--- src/rtl/td4_core_param.sv ---
// Parametrised TD4 accumulator CPU core: DATA_W-bit A/B registers, writable 2^ADDR_W-word
// program memory, IDLE/RUN/STEP/HALT control. Opcode 1100 is HALT only when TD4_HALT_EN is defined.
module td4_core_param #(
   parameter int DATA_W = 4,
   parameter int ADDR_W = 4
) (
   input  logic              clock,
   input  logic              reset,
   input  logic              start,
   input  logic              step,
   input  logic              prog_we,
   input  logic [ADDR_W-1:0] prog_addr,
   input  logic [DATA_W+3:0] prog_data,
   input  logic [DATA_W-1:0] in_port,
   output logic [DATA_W-1:0] out_port,
   output logic [ADDR_W-1:0] pc,
   output logic              carry,
   output logic              halted,
   output logic              busy
);

   localparam int MEM_D = 1 << ADDR_W;

   localparam logic [3:0] OP_ADD_A   = 4'b0000;
   localparam logic [3:0] OP_MOV_AB  = 4'b0001;
   localparam logic [3:0] OP_IN_A    = 4'b0010;
   localparam logic [3:0] OP_MOV_AI  = 4'b0011;
   localparam logic [3:0] OP_MOV_BA  = 4'b0100;
   localparam logic [3:0] OP_ADD_B   = 4'b0101;
   localparam logic [3:0] OP_IN_B    = 4'b0110;
   localparam logic [3:0] OP_MOV_BI  = 4'b0111;
   localparam logic [3:0] OP_OUT_B   = 4'b1001;
   localparam logic [3:0] OP_OUT_IM  = 4'b1011;
   localparam logic [3:0] OP_HALT    = 4'b1100;
   localparam logic [3:0] OP_JNC     = 4'b1110;
   localparam logic [3:0] OP_JMP     = 4'b1111;

   typedef enum logic [1:0] {
      ST_IDLE,
      ST_RUN,
      ST_STEP,
      ST_HALT
   } state_t;

   generate
      if (ADDR_W > DATA_W) begin : g_bad_widths
         $error("td4_core_param: ADDR_W must not exceed DATA_W");
      end
   endgenerate

   state_t              state_q, state_d;
   logic [DATA_W-1:0]   a_q, a_d;
   logic [DATA_W-1:0]   b_q, b_d;
   logic [DATA_W-1:0]   out_q, out_d;
   logic [ADDR_W-1:0]   pc_q, pc_d;
   logic                carry_q, carry_d;
   logic                busy_q, busy_d;
   logic [DATA_W+3:0]   mem_q [MEM_D];

   logic                mem_we;
   logic [DATA_W+3:0]   instr;
   logic [3:0]          op;
   logic [DATA_W-1:0]   imm;
   logic [DATA_W-1:0]   src;
   logic [DATA_W:0]     sum;
   logic [ADDR_W-1:0]   pc_inc;
   logic                exec;
   logic                halt_op;

   // Instruction decode and ALU: fetch is combinational from the current pc.
   always_comb begin
      instr  = mem_q[pc_q];
      op     = instr[DATA_W+3:DATA_W];
      imm    = instr[DATA_W-1:0];
      pc_inc = pc_q + ADDR_W'(1);
      exec   = (state_q == ST_RUN) || (state_q == ST_STEP);

      src = '0;
      case (op)
         OP_ADD_A, OP_MOV_BA:  src = a_q;
         OP_ADD_B, OP_MOV_AB,
         OP_OUT_B:             src = b_q;
         OP_IN_A, OP_IN_B:     src = in_port;
         default:              src = '0;
      endcase
      sum = {1'b0, src} + {1'b0, imm};

`ifdef TD4_HALT_EN
      halt_op = (op == OP_HALT);
`else
      halt_op = 1'b0;
`endif
   end

   // Architectural register updates for the instruction being retired.
   always_comb begin
      a_d     = a_q;
      b_d     = b_q;
      out_d   = out_q;
      pc_d    = pc_q;
      carry_d = carry_q;
      if (exec) begin
         pc_d = pc_inc;
         case (op)
            OP_ADD_A, OP_MOV_AI, OP_MOV_AB, OP_IN_A: begin
               a_d     = sum[DATA_W-1:0];
               carry_d = sum[DATA_W];
            end
            OP_ADD_B, OP_MOV_BI, OP_MOV_BA, OP_IN_B: begin
               b_d     = sum[DATA_W-1:0];
               carry_d = sum[DATA_W];
            end
            OP_OUT_B, OP_OUT_IM: begin
               out_d   = sum[DATA_W-1:0];
               carry_d = sum[DATA_W];
            end
            OP_JMP: begin
               pc_d    = sum[ADDR_W-1:0];
               carry_d = sum[DATA_W];
            end
            // The branch condition is the flag as it stood before this instruction.
            OP_JNC: begin
               if (!carry_q) pc_d = sum[ADDR_W-1:0];
               carry_d = sum[DATA_W];
            end
            default: ;
         endcase
      end
   end

   // Control FSM: memory is only writable while the core is not executing.
   always_comb begin
      state_d = state_q;
      mem_we  = 1'b0;
      case (state_q)
         ST_IDLE, ST_HALT: begin
            mem_we = prog_we;
            if (start)     state_d = ST_RUN;
            else if (step) state_d = ST_STEP;
         end
         ST_RUN: begin
            if (halt_op) state_d = ST_HALT;
         end
         ST_STEP: begin
            state_d = halt_op ? ST_HALT : ST_IDLE;
         end
         default: state_d = ST_IDLE;
      endcase
      busy_d = (state_d == ST_RUN) || (state_d == ST_STEP);
   end

   always_ff @(posedge clock) begin
      if (!reset) begin
         state_q <= ST_IDLE;
         a_q     <= '0;
         b_q     <= '0;
         out_q   <= '0;
         pc_q    <= '0;
         carry_q <= 1'b0;
         busy_q  <= 1'b0;
      end else begin
         state_q <= state_d;
         a_q     <= a_d;
         b_q     <= b_d;
         out_q   <= out_d;
         pc_q    <= pc_d;
         carry_q <= carry_d;
         busy_q  <= busy_d;
      end
   end

   always_ff @(posedge clock) begin
      if (mem_we) mem_q[prog_addr] <= prog_data;
   end

`ifdef TD4_HALT_EN
   logic halted_q, halted_d;

   always_comb begin
      halted_d = (state_d == ST_HALT);
   end

   always_ff @(posedge clock) begin
      if (!reset) halted_q <= 1'b0;
      else        halted_q <= halted_d;
   end

   assign halted = halted_q;
`else
   assign halted = 1'b0;
`endif

   assign out_port = out_q;
   assign pc       = pc_q;
   assign carry    = carry_q;
   assign busy     = busy_q;

endmodule

--- config.mk ---
export PLATFORM = sky130hd
export DESIGN_NAME = td4_core_param
export DESIGN_NICKNAME = d
export VERILOG_FILES = /design/src/rtl/td4_core_param.sv
export SDC_FILE = /design/constraint.sdc
export NUM_CORES = 1
export LEC_CHECK = 0
export ABC_CLOCK_PERIOD_IN_PS = 3100
export CAP_MARGIN = 20
export CORE_ASPECT_RATIO = 0.7
export CORE_MARGIN = 4
export CORE_UTILIZATION = 52
export CTS_CLUSTER_SIZE = 24
export DETAILED_ROUTE_END_ITERATION = 12
export PLACE_DENSITY = 0.72
export RECOVER_POWER = 100
export SLEW_MARGIN = 20
export SYNTH_ARGS = -nofsm -noshare
export SYNTH_HDL_FRONTEND = slang
export SYNTH_SLANG_ARGS = --single-unit
--- constraint.sdc ---
create_clock -name clock -period 3.1 [get_ports clock]
set_input_delay 0.31 -clock clock [delete_from_list [all_inputs] [get_ports clock]]
set_output_delay 0.31 -clock clock [all_outputs]
set_load 0.03 [all_outputs]
==> impl_metrics.ini, run 1 <==
[run_status]
status = complete, but fails checks
failed_checks = negative setup slack

[yosys]
synth.cell_area_um2 = 6380
syn_nets = 393
synth_area_per_cell_um2 = 17.5
synthCells = 364
yosysWarnings = 0
yosysUniqueCellTypes = 54
synth_edf_count = 128
synthTopCellsByArea = edfxtp_1, mux4_2, dfxtp_1
synthArstFlopShare = 0
yosys.area.top_type = edfxtp_1
yosysTopAreaCellShare = 0.603
ys_seq_elements = 152
ys.flop_type = edfxtp_1
seq_area_frac_synth = 0.678

[pwr]
combinationalPowerShare = 0.364
swShare = 0.321
finalPower_mw = 6.93
cellPowerDensity_nw_per_um2 = 898
intPower_mw = 4.70
clkPwrFrac = 0.283
power.net_switching_mw = 2.23
power_leakage_nw = 2.66
ir_drop_uv = 514
seqPwrFrac = 0.353

[clocking]
cts_buffers = 17
cts_hold_buf = 0
clk_pin_slew_ns = 0.06
worstSkewPairLatency_ns = 0.42
htreeDepth = 4
cts-root-buf = clkbuf_16
clock-sinks = 152
clockBufferDepth = 2
tritoncts = built

[timing]
fmax_mhz = 316
worst_hold_slack_ns = 0.489
rsz0062_at_grt = true
min_period_over_period = 1.02
tightest_slew_ns = 0.741
slew_headroom = 0.506
drv_slew = 0
fin_setup_tns_ns = -0.237
fin_ws_ns = -0.0614
setup_violations = 7
min_period_ns = 3.16
finalHoldViolations = 0
fin_skew_ns = 0.0125

[critical_path]
critPathRequiredTime_ns = 3.46
critPathMaxStageDelay_ns = 0.56
crit_slowest_cell = mux4_1
end_kind = register
crit_family = multiplexers
cp_cell_sequence = buf_8, buf_4, buf_4, mux4_1, mux4_2, ha_1, a21o_1, a21oi_2, xnor2_2, nand2_1, o31ai_1, o21a_1
start_kind = register
cp_num_buf_inv = 3
cpMostUsedCell = buf_4
worst-setup-path-type = register to register
cp.arrival_ns = 3.52
path_max_fanout = 10

[final_layout]
postLayoutCoreUtil = 0.651
final_cell_mix = edfxtp_1, nor2_1, mux4_2
antennaDiodeCount = 0
layout.cells.non_filler = 616
synthToLayoutAreaGrowth_pct = 21.0
drive_gt1_frac = 0.270
final_common_cell = edfxtp_1
fillers = 817
nets = 475
final_cell_area_um2 = 7720

[place]
hpwl_mm = 9.35
dp_slack_ns = -0.138
portBuffers = 30
place_congestion = 0.814
placed_cell_area_um2 = 7100
placed_cells = 578

[drt]
vias_per_cell = 5.91
drtPass1Iterations = 5
route.vias.total = 3640
routed_wl_mm = 13.5
drc = 0
wl_per_cell_um = 22.0
dr.first_iter.drc_count = 343
ant_nets = 0

[floorplanning]
rows = 33
die_area_um2 = 14100
core_area_um2 = 11900
dieWidth_um = 140
start_util = 0.538
die_h_um = 101
ioPinCount = 32

[grt]
grt_usage = 0.204
grt_pass1_vias = 3617
overflow = 0
grt_pass1_wl_mm = 21.1
grt_max_degree = 24
antenna_found_initial = 0

[worst_hold_path]
hp-class = register to register

[flow_run]
max-cap-violations = 0
-- area by class of cell --
cell class,instances,area (um^2),share of cell area
Inverter,8,30.0,0.00389
Tap cell,157,196,0.0254
Clock inverter,15,141,0.0183
Sequential cell,152,4330,0.561
Timing Repair Buffer,76,638,0.0827
Clock buffer,17,425,0.0551
Multi-Input combinational cell,191,1960,0.254
-- registers in the layout (all words and copies together) (netlist names), named ones only --
register	flops
mem_q	128
carry	1
out_port	4
b_q	4
busy	1
state_q	2
pc	4
a_q	4
-- synth_stat cells (2+ instances only) --
master / number
edfxtp_1: 128
nor2_1: 31
mux4_2: 26
dfxtp_1: 24
mux2i_1: 19
nand2_1: 19
nand3_1: 9
mux4_1: 8
o21ai_0: 8
ha_1: 7
inv_1: 7
nor2b_1: 5
a31oi_1: 4
clkbuf_1: 4
nor3_1: 4
a21oi_1: 3
nand2b_1: 3
nand4_1: 3
or3_1: 3
xnor2_1: 3
a21o_1: 2
a22oi_2: 2
and2_1: 2
buf_12: 2
buf_2: 2
buf_4: 2
buf_6: 2
nand2_2: 2
nand3_4: 2
o21a_1: 2
o221a_1: 2
o31ai_1: 2
-- cell families after synthesis --
| logic type | Yosys count | synth area share |
|---|---|---|
| other | 1 | 0.000588 |
| muxes | 54 | 0.157 |
| AOI/OAI and AO/OA | 32 | 0.0418 |
| DFF | 152 | 0.678 |
| and+or+nand+nor | 93 | 0.0798 |
| xor gates and xnor gates | 3 | 0.00412 |
| adders and majority gates | 8 | 0.0169 |
| buffers and inverters | 21 | 0.0220 |
-- layer usage --
metal | part of all wire | track usage | wire (um)
met5 | 0 | 0 | 0
met4 | 0.012 | 0.0573 | 162
met3 | 0.067 | 0.0550 | 906
met2 | 0.47 | 0.312 | 6410
met1 | 0.45 | 0.295 | 6050
-- power groups by stage --
stage	clock network [mW]	logic (mW)	registers [mW]
after floorplan	0	1.47	2.52
final	1.96	2.52	2.45
after global routing	2.08	2.70	2.46
after CTS	1.98	2.43	2.44
after detailed placement	0	2.30	2.48
after global placement	0	2.26	2.48
-- path summary, 6_finish.rpt --
kind | start | endpoint | slack (ns) | cells after the start
worst min-delay path | out_port[0]$_SDFFE_PN0P_ | out_port[0]$_SDFFE_PN0P_ | 0.49 | 2
worst min register to register | out_port[0]$_SDFFE_PN0P_ | out_port[0]$_SDFFE_PN0P_ | 0.49 | 2
worst max-delay path | register | pc[3]$_SDFFE_PN0N_ | -0.06 | 12
worst max register to register | register | pc[3]$_SDFFE_PN0N_ | -0.06 | 12
-- repair_timing --
item	in CTS	in global routing
setup buffers	5	1
resized for setup	16	7
pin swaps	8	7
endpoints found under the setup margin	14	16
-- tightest hold or removal path, cell delays in order, from the launching register on --
cell and delay [ns]:
dfxtp_1 0.32, mux2i_1 0.06, nor2_1 0.07
No activity file was read; power rests on OpenSTA's default activity.
==> run 2: changes to the inputs <==
--- a/config.mk
+++ b/config.mk
@@ -6,7 +6,7 @@
 export NUM_CORES = 1
 export LEC_CHECK = 0
 export ABC_CLOCK_PERIOD_IN_PS = 3100
-export CAP_MARGIN = 20
+export CAP_MARGIN = 10
 export CORE_ASPECT_RATIO = 0.7
 export CORE_MARGIN = 4
 export CORE_UTILIZATION = 52
==> results of run 2 <==
No change in the layout: final DEF, timing and power equal those of run 1.
